$ cat src/rtl/fan_button_conditioner.sv
// Conditions the raw UP/DOWN fan buttons into clean one-cycle step pulses:
// 2-flop synchronisers, per-button debounce, mutual-exclusion lockout and hold-to-repeat.
module fan_button_conditioner #(
  parameter int DEBOUNCE_CYCLES = 500000,
  parameter int REPEAT_EN       = 1,
  parameter int REPEAT_DELAY    = 25000000,
  parameter int REPEAT_PERIOD   = 10000000
) (
  input  logic clk,
  input  logic reset,
  input  logic up_btn,
  input  logic down_btn,
  output logic up_pulse,
  output logic down_pulse,
  output logic up_level,
  output logic down_level
);

  localparam int DB_W    = (DEBOUNCE_CYCLES > 1) ? $clog2(DEBOUNCE_CYCLES) : 1;
  localparam int RPT_MAX = (REPEAT_DELAY > REPEAT_PERIOD) ? REPEAT_DELAY : REPEAT_PERIOD;
  localparam int RPT_W   = $clog2(RPT_MAX + 1);

  localparam logic [DB_W-1:0]  DB_LAST    = DB_W'(DEBOUNCE_CYCLES - 1);
  localparam logic [RPT_W-1:0] RPT_DELAY  = RPT_W'(REPEAT_DELAY);
  localparam logic [RPT_W-1:0] RPT_PERIOD = RPT_W'(REPEAT_PERIOD);

  typedef enum logic [1:0] {IDLE, UP_HELD, DOWN_HELD, LOCK} state_t;

  // Bit 0 is the UP button, bit 1 the DOWN button throughout.
  logic [1:0]      sync1;
  logic [1:0]      sync2;
  logic [1:0]      level;
  logic [DB_W-1:0] db_cnt [2];

  always_ff @(posedge clk) begin
    if (reset) begin
      sync1 <= '0;
      sync2 <= '0;
      level <= '0;
      // NOTE: the debounce counters are a tiny register array, not a RAM, so
      // they are cleared explicitly; a button held across reset re-debounces.
      for (int b = 0; b < 2; b++) db_cnt[b] <= '0;
    end else begin
      // NOTE: non-blocking assignments let sync2 take the old sync1 value,
      // which is what makes this a two-stage shift rather than a wire.
      sync1 <= {down_btn, up_btn};
      sync2 <= sync1;
      for (int b = 0; b < 2; b++) begin
        if (sync2[b] == level[b]) begin
          db_cnt[b] <= '0;
        end else if (db_cnt[b] == DB_LAST) begin
          level[b]  <= sync2[b];
          db_cnt[b] <= '0;
        end else begin
          db_cnt[b] <= db_cnt[b] + DB_W'(1);
        end
      end
    end
  end

  assign up_level   = level[0];
  assign down_level = level[1];

  state_t           state, state_next;
  logic [RPT_W-1:0] rpt_cnt, rpt_cnt_next;
  logic             rpt_periodic, rpt_periodic_next;
  logic             up_pulse_next, down_pulse_next;
  logic [RPT_W-1:0] rpt_tick;
  logic             rpt_hit;

  always_ff @(posedge clk) begin
    if (reset) begin
      state        <= IDLE;
      rpt_cnt      <= '0;
      rpt_periodic <= 1'b0;
      up_pulse     <= 1'b0;
      down_pulse   <= 1'b0;
    end else begin
      state        <= state_next;
      rpt_cnt      <= rpt_cnt_next;
      rpt_periodic <= rpt_periodic_next;
      up_pulse     <= up_pulse_next;
      down_pulse   <= down_pulse_next;
    end
  end

  always_comb begin
    // NOTE: every combinational output gets a default first so no path
    // through the case leaves it unassigned and infers a latch.
    state_next = state;
    case (state)
      IDLE: begin
        if (level[0] && level[1])  state_next = LOCK;
        else if (level[0])         state_next = UP_HELD;
        else if (level[1])         state_next = DOWN_HELD;
      end
      UP_HELD: begin
        if (level[1])              state_next = LOCK;
        else if (!level[0])        state_next = IDLE;
      end
      DOWN_HELD: begin
        if (level[0])              state_next = LOCK;
        else if (!level[1])        state_next = IDLE;
      end
      LOCK: begin
        if (!level[0] && !level[1]) state_next = IDLE;
      end
      default:                     state_next = IDLE;
    endcase
  end

  // The repeat counter measures from the last pulse; the first target is the
  // initial delay, every later one is the period.
  assign rpt_tick = rpt_cnt + RPT_W'(1);
  assign rpt_hit  = (REPEAT_EN != 0) &&
                    (rpt_tick == (rpt_periodic ? RPT_PERIOD : RPT_DELAY));

  always_comb begin
    up_pulse_next     = 1'b0;
    down_pulse_next   = 1'b0;
    rpt_cnt_next      = rpt_cnt;
    rpt_periodic_next = rpt_periodic;
    case (state)
      IDLE: begin
        rpt_cnt_next      = '0;
        rpt_periodic_next = 1'b0;
        up_pulse_next     = (state_next == UP_HELD);
        down_pulse_next   = (state_next == DOWN_HELD);
      end
      UP_HELD, DOWN_HELD: begin
        if (state_next == state && REPEAT_EN != 0) begin
          if (rpt_hit) begin
            rpt_cnt_next      = '0;
            rpt_periodic_next = 1'b1;
            up_pulse_next     = (state == UP_HELD);
            down_pulse_next   = (state == DOWN_HELD);
          end else begin
            rpt_cnt_next = rpt_tick;
          end
        end
      end
      default: ;
    endcase
  end

endmodule

$ cat config.mk
export PLATFORM = sky130hd
export DESIGN_NAME = fan_button_conditioner
export DESIGN_NICKNAME = d
export VERILOG_FILES = /design/src/rtl/fan_button_conditioner.sv
export SDC_FILE = /design/constraint.sdc
export NUM_CORES = 1
export LEC_CHECK = 0
export ABC_AREA = 0
export CAP_MARGIN = 20
export CORE_MARGIN = 2
export CORE_UTILIZATION = 30
export CTS_CLUSTER_DIAMETER = 80
export CTS_CLUSTER_SIZE = 8
export DETAILED_ROUTE_END_ITERATION = 8
export PLACE_DENSITY = 0.56
export SYNTH_ARGS = -nofsm -noshare
export SYNTH_HDL_FRONTEND = slang
export SYNTH_SLANG_ARGS = --single-unit
export TNS_END_PERCENT = 1
$ cat constraint.sdc
create_clock -name clk -period 2.85 [get_ports clk]
set_input_delay 0.7125 -clock clk [delete_from_list [all_inputs] [get_ports clk]]
set_output_delay 0.7125 -clock clk [all_outputs]
set_load 0.05 [all_outputs]
==> results of run 1 <==
## layer usage
layer / part of all wire / track usage / vias to the layer above
met3: 0.027 / 0.0318 / 17
met1: 0.47 / 0.157 / 1659
met4: 0.018 / 0.0464 / 0
met5: 0 / 0 / -
met2: 0.48 / 0.213 / 37
li1: - / - / 1823
## logic make-up after synthesis
group / synth area share
AND/OR/NAND/NOR: 0.284
flip-flops: 0.425
AO/OA/AOI/OAI: 0.107
XOR/XNOR: 0.124
buffers and inverters: 0.0351
adder cells (fa/ha/maj): 0.0200
multiplexers: 0.00457
other: 0.000856
## worst paths after layout
path,start,endpoint,slack [ps],depth (start not counted)
hold reg to reg,sync1[0]$_SDFF_PP0_,sync2[0]$_SDFF_PP0_,440,1
setup reg to reg,rpt_cnt[1]$_SDFFE_PP0P_,rpt_cnt[11]$_SDFFE_PP0P_,120,10
hold / removal,sync1[0]$_SDFF_PP0_,sync2[0]$_SDFF_PP0_,440,1
setup / recovery,rpt_cnt[1]$_SDFFE_PP0P_,rpt_cnt[11]$_SDFFE_PP0P_,120,10
## stage by stage
stage | area, um^2 | setup slack (ps)
6_report | 5390 | 117
3_5_place_dp | 5020 | 83.9
4_1_cts | 5360 | 67.2
2_1_floorplan | 4540 | 35.6
5_1_grt | 5390 | -28.9
3_3_place_gp | 5020 | 138
## placed cells by master (no fill, tap or decap), types with 4 or more instances in the layout
cell type         n
nor2_1           75
edfxtp_1         38
conb_1           38
nand2_1          36
buf_4            36
dfxtp_1          32
xor2_1           31
xnor2_1          31
nand3_1          24
a21oi_1          16
nor3_1           15
o21ai_0          13
nor2b_1          11
nand4_1          11
inv_1            10
nor2_2           10
and3_1            9
nor4_1            9
clkbuf_16         9
and2_1            7
or3_1             7
clkdlybuf4s50_1   7
ha_1              6
a31oi_1           5
and4_1            4
o41ai_1           4
dfxtp_2           4
## cell type report
type / count / share of cell area
clock buffers: 10 / 0.0425
flip-flops and latches: 74 / 0.347
repair buffers: 44 / 0.0669
inverters: 10 / 0.00697
multi-input cells: 415 / 0.473
clock inverters: 6 / 0.0209
well taps: 184 / 0.0428
## registers in the layout, indices dropped and copies added (netlist names)
signal and count:
rpt_periodic 1, down_pulse 1, db_cnt 38, state 2, level 2, up_pulse 1, rpt_cnt 25, sync2 2
sync1 2
## worst max-delay path: stages, from the launching register on
cell and delay, ps:
dfxtp_2 350, ha_4 140, nand3_2 80, or4_4 550
or3_4 420, a2111oi_4 380, a211o_1 170, o211ai_2 130
o21ai_4 170, buf_12 170, nor2_1 60
## report_power, final
part	switching, mW	total (mW)	leakage (nW)	internal, mW
combinational	0.122	0.200	0.961	0.0788
clock	0.452	1.31	0.167	0.860
sequential	0.0275	1.18	0.685	1.15
total	0.602	2.69	1.81	2.09
## repair_timing
item                                    CTS  global route
endpoints found under the setup margin    0            21
endpoints found under the hold margin     0             0
resized for setup                         0             5
hold buffers                              0             0
==> impl_metrics.py, run 1 <==
metrics = {
    "clocking": {
        "clockRootBuffer": "clkbuf_16",
        "clkLatencyLatePin_ps": 340,
        "clk_pin_slew_ps": 60,
        "cts_setup_buffers": 0,
        "cts_tree": "built",
        "cts_htree_levels": 3,
        "cts_sinks": 74,
        "cts_buffers": 9,
        "clock_path_buffers": 2,
    },
    "routing": {
        "vias_per_cell": 4.76,
        "drt_iter0_markers": 176,
        "drt_pass1_iterations": 4,
        "drc": 0,
        "ant_nets": 0,
        "avgRoutedWirePerCell_um": 12.6,
        "num_vias": 3536,
        "wirelength_um": 9370,
    },
    "yosys": {
        "synth.largest_area_cell": "edfxtp_1",
        "synth_cells": 486,
        "synth_edf_count": 38,
        "synth_common_cells": "nor2_1 (75), edfxtp_1 (38), dfxtp_1 (36), nand2_1 (36)",
        "yosys.cell_types.count": 67,
        "yosysWarningCount": 0,
        "yosysMostFrequentCell": "nor2_1",
        "synth_flop_cell": "edfxtp_1",
        "ys_ff_latch": 74,
        "synth.top_cell.area_share": 0.260,
        "synth_area_leaders": "edfxtp_1 (26%), dfxtp_1 (16%), nor2_1 (6.4%), xnor2_1 (6.2%), xor2_1 (6.2%)",
        "seq_area_frac_synth": 0.425,
        "synthArstFlopShare": 0,
        "synth_area_per_cell_um2": 9.02,
        "synth_area_mm2": 0.00438,
    },
    "power": {
        "ir_worst_vdd_mv": 0.307,
        "p_per_area_mw_per_mm2": 500,
        "finalPower_mw": 2.69,
        "leakagePower_nw": 1.81,
    },
    "layout": {
        "nets": 565,
        "fin_util": 0.373,
        "drive_gt1_frac": 0.148,
        "syn_to_final_growth_pct": 22.9,
        "multi_input_area_mm2": 0.00255,
        "regArea_mm2": 0.00187,
        "n_fill_cell": 1479,
        "diodes": 0,
        "final_cells": 743,
    },
    "flow_run": {
        "cap_violations": 0,
    },
    "worst_setup_path": {
        "criticalPathCategory": "flop to flop",
        "cp-start-kind": "flop",
        "endpoint_kind": "flop",
        "critPathRequiredTime_ps": 3070,
        "crit_fanout": 15,
        "worstPathArrival_ps": 2960,
    },
    "global_routing": {
        "grt_max_degree": 20,
        "track_usage": 0.127,
        "grt_pass1_vias": 3511,
        "grt-ovfl-total": 0,
        "grt_pass1_wl_um": 16400,
        "antenna_found_initial": 0,
    },
    "placed_design": {
        "numPortBuffers": 7,
        "place.gp.congestion": 0.870,
        "placed_cells": 727,
        "hpwl_um": 6820,
    },
    "status": {
        "status": "finished, final reports clean",
    },
    "timing": {
        "finClkSkew_ps": 7.67,
        "worst_slew_pin_slew_ps": 660,
        "setup_violations": 0,
        "hold_viol": 0,
        "relSlewSlack": 0.560,
        "fmax_ghz": 0.366,
        "fin_crit_ps": 2730,
        "drv_slew": 0,
        "final.setup.tns_ps": 0,
        "timing.hold.ws_ps": 440,
        "post-route-period-util": 0.959,
    },
    "floorplan": {
        "die_y_um": 125,
        "initial_core_util": 0.304,
        "rows": 44,
        "io_pins": 8,
        "chipWidth_um": 125,
        "dieArea_mm2": 0.0156,
        "core_mm2": 0.0144,
    },
    "worst_hold_path": {
        "holdCritPathClass": "flop to flop",
    },
}
(Power assumes the default switching activity.)
==> inputs of run 2 (changes only) <==
--- a/config.mk
+++ b/config.mk
@@ -9,7 +9,6 @@
 export CAP_MARGIN = 20
 export CORE_MARGIN = 2
 export CORE_UTILIZATION = 30
-export CTS_CLUSTER_DIAMETER = 80
 export CTS_CLUSTER_SIZE = 8
 export DETAILED_ROUTE_END_ITERATION = 8
 export PLACE_DENSITY = 0.56
==> results of run 2 <==
The final DEF is identical to that of run 1; final timing and power are the same.
